### src/rtl/scaled_addsub_pipe.sv
`timescale 1ns/1ps
`default_nettype none
// +--------------------------------------------------------------------------+
// | scaled_addsub_pipe : 3-stage add/sub for {scale, mant} scaled fixed point |
// | Rev 1.0 - initial release                                                 |
// +--------------------------------------------------------------------------+
module scaled_addsub_pipe #(
  parameter int SCALE_W = 3,
  parameter int MANT_W  = 13,
  parameter int DW      = SCALE_W + MANT_W
) (
  input  logic          clk,
  input  logic          rst_n,
  input  logic          in_valid,
  output logic          in_ready,
  input  logic          in_sub,
  input  logic          in_cin,
  input  logic [DW-1:0] in_a,
  input  logic [DW-1:0] in_b,
  output logic          out_valid,
  input  logic          out_ready,
  output logic [DW-1:0] out_res,
  output logic          out_ovf,
  output logic          out_inexact
);
  localparam int IW = MANT_W + (1 << SCALE_W);
  localparam int NK = 1 << SCALE_W;

  logic en;

  logic                 s1_valid_d, s1_valid_q, s1_sub_d, s1_sub_q, s1_cin_d, s1_cin_q;
  logic [SCALE_W-1:0]   s1_smax_d, s1_smax_q;
  logic signed [IW-1:0] s1_a_d, s1_a_q, s1_b_d, s1_b_q;
  logic [SCALE_W-1:0]   sa, sb;

  logic                 s2_valid_d, s2_valid_q;
  logic [SCALE_W-1:0]   s2_smax_d, s2_smax_q;
  logic signed [IW:0]   s2_r_d, s2_r_q;
  logic signed [IW:0]   ext_a, ext_b, ext_c;

  logic                 s3_valid_d, s3_valid_q, s3_ovf_d, s3_ovf_q, s3_inexact_d, s3_inexact_q;
  logic [DW-1:0]        s3_res_d, s3_res_q;
  logic                 found;
  logic [SCALE_W-1:0]   k_sel;
  logic signed [IW:0]   trial, shr;
  logic [IW:0]          lost_mask;

  assign en        = !s3_valid_q || out_ready;
  assign in_ready  = en;
  assign out_valid = s3_valid_q;
  assign out_res   = s3_res_q;
  assign out_ovf   = s3_ovf_q;
  assign out_inexact = s3_inexact_q;

  // S1: align both mantissas to the larger scale
  always_comb begin
    sa         = in_a[DW-1:MANT_W];
    sb         = in_b[DW-1:MANT_W];
    s1_valid_d = in_valid;
    s1_sub_d   = in_sub;
    s1_cin_d   = in_cin;
    s1_smax_d  = (sa > sb) ? sa : sb;
    s1_a_d     = IW'($signed(in_a[MANT_W-1:0])) <<< (s1_smax_d - sa);
    s1_b_d     = IW'($signed(in_b[MANT_W-1:0])) <<< (s1_smax_d - sb);
  end

  // S2: one extra bit so the sum/difference never wraps
  always_comb begin
    ext_a      = {s1_a_q[IW-1], s1_a_q};
    ext_b      = {s1_b_q[IW-1], s1_b_q};
    ext_c      = {{IW{1'b0}}, s1_cin_q};
    s2_valid_d = s1_valid_q;
    s2_smax_d  = s1_smax_q;
    s2_r_d     = s1_sub_q ? (ext_a - ext_b - ext_c) : (ext_a + ext_b + ext_c);
  end

  // S3: smallest right shift (bounded by available scale) that fits the mantissa
  always_comb begin
    found = 1'b0;
    k_sel = '0;
    trial = s2_r_q;
    for (int k = 0; k < NK; k++) begin
      trial = s2_r_q >>> k;
      if (!found && (k <= int'(s2_smax_q)) &&
          ((&trial[IW:MANT_W-1]) || !(|trial[IW:MANT_W-1]))) begin
        found = 1'b1;
        k_sel = k[SCALE_W-1:0];
      end
    end
    shr        = s2_r_q >>> k_sel;
    lost_mask  = ~({(IW+1){1'b1}} << k_sel);
    s3_valid_d = s2_valid_q;
    if (found) begin
      s3_res_d     = {s2_smax_q - k_sel, shr[MANT_W-1:0]};
      s3_ovf_d     = 1'b0;
      s3_inexact_d = |(s2_r_q & lost_mask);
    end else begin
      s3_res_d     = {{SCALE_W{1'b0}},
                      s2_r_q[IW] ? {1'b1, {(MANT_W-1){1'b0}}} : {1'b0, {(MANT_W-1){1'b1}}}};
      s3_ovf_d     = 1'b1;
      s3_inexact_d = 1'b1;
    end
  end

  always_ff @(posedge clk) begin
    if (!rst_n) begin
      s1_valid_q   <= 1'b0;
      s1_sub_q     <= 1'b0;
      s1_cin_q     <= 1'b0;
      s1_smax_q    <= '0;
      s1_a_q       <= '0;
      s1_b_q       <= '0;
      s2_valid_q   <= 1'b0;
      s2_smax_q    <= '0;
      s2_r_q       <= '0;
      s3_valid_q   <= 1'b0;
      s3_res_q     <= '0;
      s3_ovf_q     <= 1'b0;
      s3_inexact_q <= 1'b0;
    end else if (en) begin
      s1_valid_q   <= s1_valid_d;
      s1_sub_q     <= s1_sub_d;
      s1_cin_q     <= s1_cin_d;
      s1_smax_q    <= s1_smax_d;
      s1_a_q       <= s1_a_d;
      s1_b_q       <= s1_b_d;
      s2_valid_q   <= s2_valid_d;
      s2_smax_q    <= s2_smax_d;
      s2_r_q       <= s2_r_d;
      s3_valid_q   <= s3_valid_d;
      s3_res_q     <= s3_res_d;
      s3_ovf_q     <= s3_ovf_d;
      s3_inexact_q <= s3_inexact_d;
    end
  end

endmodule
`default_nettype wire

### config.mk
export PLATFORM = sky130hd
export DESIGN_NAME = scaled_addsub_pipe
export DESIGN_NICKNAME = d
export VERILOG_FILES = /design/src/rtl/scaled_addsub_pipe.sv
export SDC_FILE = /design/constraint.sdc
export NUM_CORES = 1
export LEC_CHECK = 0
export CORE_ASPECT_RATIO = 1.1
export CORE_MARGIN = 5
export CORE_UTILIZATION = 30
export CTS_BUF_LIST = sky130_fd_sc_hd__clkbuf_4 sky130_fd_sc_hd__clkbuf_8
export DETAILED_ROUTE_END_ITERATION = 8
export PLACE_DENSITY = 0.49
export SLEW_MARGIN = 20
export SYNTH_ARGS = -nofsm -noshare
export SYNTH_HDL_FRONTEND = slang
export SYNTH_SLANG_ARGS = --single-unit
### constraint.sdc
create_clock -name clk -period 11.15 [get_ports clk]
set_input_delay 1.6725 -clock clk [delete_from_list [all_inputs] [get_ports clk]]
set_output_delay 1.6725 -clock clk [all_outputs]
set_load 0.05 [all_outputs]
==> impl_metrics.toml, run 1 <==
[run]
maxCapViolations = 0

[worst_setup_path]
cp-start-kind = "primary input"
cp_max_fo = 25
cp-startpoint = "out_ready"
critical_path_depth = 5
rr_endpoint = "out_res[15]$_SDFFE_PN0P_"
cp_top_family = "buffers and inverters"
crit_path_frequent_cell = "clkdlybuf4s50_1"
critPathArrivalTime_ns = 3.65
critPathBufInv = 4
crit_path_end_kind = "primary output"
cp_slowest_cell = "clkdlybuf4s50_1"
r2r_slack_ns = 7.56
ff2ff_path_depth = 12
critical_path_required_ns = 9.48
r2r-start = "s2_r_q[19]$_SDFFE_PN0P_"
endpoint = "in_ready"
cp_slowest_stage_delay_ns = 0.88
crit_type = "in2out"
path_cells = "clkdlybuf4s50_1, nor2b_4, buf_4, inv_2, clkdlybuf4s50_1"

[detailed_routing]
drt_first_pass_iters = 4
via_per_inst = 5.00
routed_wl_mm = 19.7
ant_nets = 0
via_count = 6484
drc = 0
wl_per_cell_um = 15.2
drtIter0Drc = 417

[yosys]
yosysUniqueCellTypes = 66
synthCells = 958
syn-cell-area_sq_um = 7430
synth_edf_count = 0
synth-simple-area-share_pct = 17.8
syn_nets = 1067
synth_area_leaders = "dfxtp_1, ha_1, mux2i_1, nand2_1, a21oi_1"
async_reset_ff_share_pct = 0
yosys_warnings = 0
synth_xor_xnor_area_share_pct = 4.71
synth_top_family_by_area = "compound AO/OA/AOI/OAI gates"
synth_compound_area_share_pct = 22.3
synth.ff_latch_count = 91
synth_flop_cell = "dfxtp_1"
syn_area_per_cell_sq_um = 7.76
synthAdderAreaFrac_pct = 12.7
ys_seq_area_share_pct = 24.5
synth_top_area_share_pct = 24.5
synth.largest_area_cell = "dfxtp_1"
synthMuxAreaShare_pct = 11.0

[grt]
antenna_found_initial = 0
grt_pass1_vias = 6373
grt_pass1_wl_mm = 32.7
gr-total-overflow = 0
grt_usage_pct = 14.0
grt_max_degree = 77

[layout]
post-route-util_pct = 34.5
diodes = 0
syn_to_final_growth_pct = 13.4
multi_input_area_sq_um = 5100
fin_nets = 1090
area.sequential_sq_um = 1820
fillCellCount = 2634
final_area_sq_um = 8430
layout-drive-gt1-share_pct = 6.09

[floorplanning]
ios = 58
initial_core_util_pct = 30.4
core_area_sq_um = 24500
num_rows = 60
die_h_um = 175
die_w_um = 160
die-area_sq_um = 28000

[timing]
fmax_mhz = 188
setup_viol = 0
rsz0062_at_grt = "false"
finalMaxSlewViolations = 0
fin_tns_setup_ns = 0
timing_hold_violations_final = 0
final.setup.worst_slack_ns = 5.83
fin_crit_sh_pct = 47.7
max-slew-margin-rel_pct = 35.3
fin_crit_ns = 5.32
clock_skew_ns = 0.0106
worst_pin_slew_ns = 0.968

[pwr]
clkPwrFrac_pct = 13.2
switchingPower_uw = 751
swShare_pct = 45.3
power.leakage_uw = 0.00354
power_frac_seq_pct = 28.3
peakVddDrop_mv = 0.0630
comb_power_share_pct = 58.5
powerDensity_nw_per_um2 = 196
p_int_uw = 905

[cts]
cts.clk_slew.worst_paths_ns = 0.09
cts_max_level = 3
cts_buffers = 9
clk_latency_ns = 0.38
cts_tree = "done"
cts_hold_repair.buffers = 0
cts.path.max_buffers = 2
cts-root-buf = "clkbuf_8"
clkSinkCount = 91
post_cts_buffers = 0
ctsResizeCount = 0

[placement]
dp_hpwl_mm = 15.1
port_buffers = 57
post-place-ws_ns = 5.44
gp_congestion = 0.821
dpl_cell_area_sq_um = 8240

[outcome]
status = "finished, final reports clean"

[worst_hold_path]
hold_path_class = "reg2reg"
## final cells by class
class                      count  share of cell area (%)
multi-input combinational    734                    60.5
sequential                    91                    21.6
timing repair buffer          66                    7.57
tap                          310                    4.60
inverter                      79                    3.52
clock buffer                  11                    1.80
clock inverter                 5                   0.430
## synth_stat cells, drive strengths merged (3+ instances only)
library cell,instances
xor2,8
a21oi,84
a221o,4
o21ai,44
mux4,5
nand2b,7
dfxtp,91
nor3,27
nor2,90
mux2i,55
xnor2,32
buf,7
a31oi,7
clkbuf,47
a221oi,9
and2,3
o22ai,5
inv,79
fa,7
o31ai,3
or3,7
a211oi,31
o211ai,18
a311oi,11
and3,5
a21o,13
or4,5
nand3,13
mux2,14
or2,4
o21bai,4
nand4,4
nor2b,7
a22oi,3
ha,64
nand2,114
## worst register-to-register path: stages (launching register included)
cell,delay [ns]
dfxtp_1,0.42
or4_4,0.57
o22ai_1,0.28
o311a_1,0.32
nor2_1,0.09
nand2_1,0.60
inv_2,0.27
fa_1,0.46
xor2_1,0.16
nand2_1,0.08
o211ai_1,0.08
o21ai_0,0.10
nor2_1,0.05
## power by group through the flow
stage / Combinational (uW) / Sequential, uW / Clock, uW
floorplan: 691 / 527 / 0
global placement: 972 / 474 / 0
detailed placement: 972 / 477 / 0
CTS: 976 / 469 / 229
global route: 1080 / 481 / 242
finish: 968 / 468 / 219
## routing by layer
layer,global-route usage [%],vias up,wire (um)
li1,-,3443,-
met1,19.4,2934,10200
met2,22.7,89,8640
met3,1.82,18,468
met4,4.45,0,350
met5,0,-,0
## sequential cells by signal (all words and copies together), names as in the netlist
name         count
out_inexact      1
s1_cin_q         1
s2_smax_q        3
out_res         16
s2_r_q          22
out_valid        1
s1_smax_q        3
s2_valid_q       1
s1_sub_q         1
out_ovf          1
s1_b_q          20
s1_a_q          20
s1_valid_q       1
## through the flow
stage          power, uW  std cells  hold slack (ns)
2_1_floorplan       1220        958            0.432
3_3_place_gp        1450       1280            0.442
3_5_place_dp        1450       1280            0.449
4_1_cts             1670       1296            0.462
5_1_grt             1810       1296            0.487
6_report            1660       1296            0.461
## cells by family after synthesis
logic type      count (synthesis)
compound gates                255
xor+xnor                       40
fa+ha+maj                      71
buf+inv                       133
flops                          91
mux                            74
simple gates                  294
## how the worst min path moves through the flow
stage                                  startpoint                      end  slack (ns)  cells past startpoint
after floorplan           s1_valid_q$_SDFFE_PN0P_  s1_valid_q$_SDFFE_PN0P_        0.43                      2
final                     s1_valid_q$_SDFFE_PN0P_  s1_valid_q$_SDFFE_PN0P_        0.46                      2
after CTS                 s1_valid_q$_SDFFE_PN0P_  s1_valid_q$_SDFFE_PN0P_        0.46                      2
after global routing       s2_r_q[8]$_SDFFE_PN0P_   s2_r_q[8]$_SDFFE_PN0P_        0.49                      2
after detailed placement  out_res[2]$_SDFFE_PN0P_  out_res[2]$_SDFFE_PN0P_        0.45                      2
after global placement    out_res[2]$_SDFFE_PN0P_  out_res[2]$_SDFFE_PN0P_        0.44                      2
## cell usage in the layout, fill, tap and decap left out, types with 31 or more instances in the layout
master | synthesis | layout
ha_1 | 64 | 64
nand2_1 | 114 | 114
clkdlybuf4s50_1 | 0 | 57
inv_1 | 78 | 76
o21ai_0 | 40 | 40
mux2i_1 | 55 | 55
a211oi_1 | 31 | 31
nor2_1 | 90 | 90
dfxtp_1 | 91 | 91
a21oi_1 | 84 | 84
xnor2_1 | 32 | 32
Note: power is estimated with default switching activity, not from simulation.
==> run 2: changes to the inputs <==
- PLACE_DENSITY: 0.49 -> 0.5
- clock period: 11.15 -> 4.4 ns (I/O delays scaled with it)
==> run 2 against run 1 <==
Sequential share of layout area is 0.29 points lower; total power grew to 2.6 times the previous value; via count is 0.59% higher; cell area is 1.4% higher; routed wire length is 0.43% lower; clock power grew to 2.9 times the previous value; final cell count is 0.85% higher; critical path depth is 8 higher; register-to-register slack worse by 6.6 ns; critical path type is now in2reg.
==> impl_metrics.toml, run 2 (synthesis results as in run 1) <==
[outcome]
status = "finished, final reports clean"

[worst_setup_path]
critical_path_depth = 13
cp-startpoint = "in_a[14]"
cp_slowest_cell = "fa_1"
cp-start-kind = "primary input"
critical_path_required_ns = 4.63
cp_max_fo = 8
cp_slowest_stage_delay_ns = 0.72
cp_top_family = "adder cells"
path_cells = "clkdlybuf4s50_1, ha_1, a21o_1, a21oi_1, a31oi_1, mux2i_1, ha_1, fa_1, buf_4, mux2i_1, mux2i_1, a211oi_1, a211oi_1"
crit_type = "in2reg"
endpoint = "s1_a_q[5]$_SDFFE_PN0P_"
r2r-start = "s1_a_q[6]$_SDFFE_PN0P_"
critPathArrivalTime_ns = 4.07
rr_endpoint = "s2_r_q[18]$_SDFFE_PN0P_"
r2r_slack_ns = 0.98
ff2ff_path_depth = 13
crit_path_end_kind = "flop"
critPathBufInv = 2
crit_path_frequent_cell = "mux2i_1"

[pwr]
swShare_pct = 44.3
p_int_uw = 2390
comb_power_share_pct = 57.7
peakVddDrop_mv = 0.215
switchingPower_uw = 1900
power_frac_seq_pct = 27.6
powerDensity_nw_per_um2 = 503
clkPwrFrac_pct = 14.7
power.leakage_uw = 0.00361

[layout]
reg_top3 = "s2_r_q (22), s1_a_q (20), s1_b_q (20)"
fin_cells = 1307
layout-drive-gt1-share_pct = 7.22
final_cell_mix = "nand2_1, dfxtp_1, nor2_1"
post-route-util_pct = 34.9
final_common_cell = "nand2_1"
fin_nets = 1101
largest_register = "s2_r_q"
diodes = 0
largest_reg_flops = 22
syn_to_final_growth_pct = 14.9

[detailed_routing]
via_per_inst = 4.99
drt_first_pass_iters = 4
wl_per_cell_um = 15.0
routed_wl_mm = 19.6
drtIter0Drc = 271
drc = 0
via_count = 6522
ant_nets = 0

[grt]
grt_pass1_vias = 6471
grt_usage_pct = 13.9
grt_pass1_wl_mm = 32.6
antenna_found_initial = 0
grt_max_degree = 72
gr-total-overflow = 0

[cts]
cts_tree = "done"
cts.clk_slew.worst_paths_ns = 0.09
cts.path.max_buffers = 2
cts-root-buf = "clkbuf_8"
post_cts_buffers = 0
cts_hold_repair.buffers = 0
clk_latency_ns = 0.37
clkSinkCount = 91
cts_max_level = 3
ctsResizeCount = 0
cts_buffers = 9

[timing]
hold_ws_ns = 0.457
max-slew-margin-rel_pct = 46.6
finalMaxSlewViolations = 0
clock_skew_ns = 0.0110
worst_pin_slew_ns = 0.799
fin_crit_sh_pct = 87.4
timing_hold_violations_final = 0
fmax_mhz = 260
setup_viol = 0
rsz0062_at_grt = "false"
fin_crit_ns = 3.84
fin_tns_setup_ns = 0

[floorplanning]
core_area_sq_um = 24500
initial_core_util_pct = 30.4
die-area_sq_um = 28000
die_h_um = 175
ios = 58
die_w_um = 160
num_rows = 60

[placement]
gp_congestion = 0.820
port_buffers = 57
dp_hpwl_mm = 15.0
place_inst = 1291

[run]
maxCapViolations = 0

[worst_hold_path]
hold_path_class = "reg2reg"
run 2: layer usage:
metal,GRT usage (%),share of wire [%]
met4,4.05,1.4
met5,0,0
met3,1.86,2.7
met1,19.0,52
met2,23.0,44
run 2: final cells by class:
cell class	instances	area, sq um
clock buffer	9	124
clock inverter	7	92.6
fill	2628	15900
inverter	79	297
multi-input combinational	734	5100
sequential	91	1820
tap	310	388
timing repair buffer	77	721
run 2: worst register-to-register path: stages (launching register included):
cell,delay (ns)
dfxtp_1,0.39
inv_1,0.07
ha_1,0.31
inv_1,0.09
ha_1,0.35
a21o_1,0.20
a21oi_1,0.21
o21ai_0,0.19
o31ai_1,0.50
o31ai_1,0.22
a21oi_1,0.24
o21ba_2,0.18
xnor2_1,0.06
a221o_1,0.31
run 2: through the flow:
| stage | power [uW] | setup slack (ns) | cell area, sq um |
|---|---|---|---|
| global placement | 3680 | 0.239 | 8330 |
| CTS | 4340 | 0.565 | 8550 |
| finish | 4300 | 0.556 | 8550 |
| global route | 4680 | 0.330 | 8550 |
| detailed placement | 3690 | 0.136 | 8330 |
| floorplan | 3090 | 0.583 | 7430 |
run 2: worst min path at each step:
stage | start | cells past startpoint | end
floorplan | s1_valid_q$_SDFFE_PN0P_ | 2 | s1_valid_q$_SDFFE_PN0P_
global placement | out_res[2]$_SDFFE_PN0P_ | 2 | out_res[2]$_SDFFE_PN0P_
detailed placement | out_res[0]$_SDFFE_PN0P_ | 2 | out_res[0]$_SDFFE_PN0P_
CTS | s1_valid_q$_SDFFE_PN0P_ | 2 | s1_valid_q$_SDFFE_PN0P_
global route | out_res[12]$_SDFFE_PN0P_ | 2 | out_res[12]$_SDFFE_PN0P_
finish | s1_valid_q$_SDFFE_PN0P_ | 2 | s1_valid_q$_SDFFE_PN0P_
run 2: power groups by stage:
stage | sequential [uW] | combinational, uW | clock (uW)
after floorplan | 1340 | 1750 | 0
after global placement | 1200 | 2480 | 0
after detailed placement | 1210 | 2480 | 0
after CTS | 1190 | 2490 | 656
after global routing | 1220 | 2780 | 683
final | 1190 | 2480 | 632
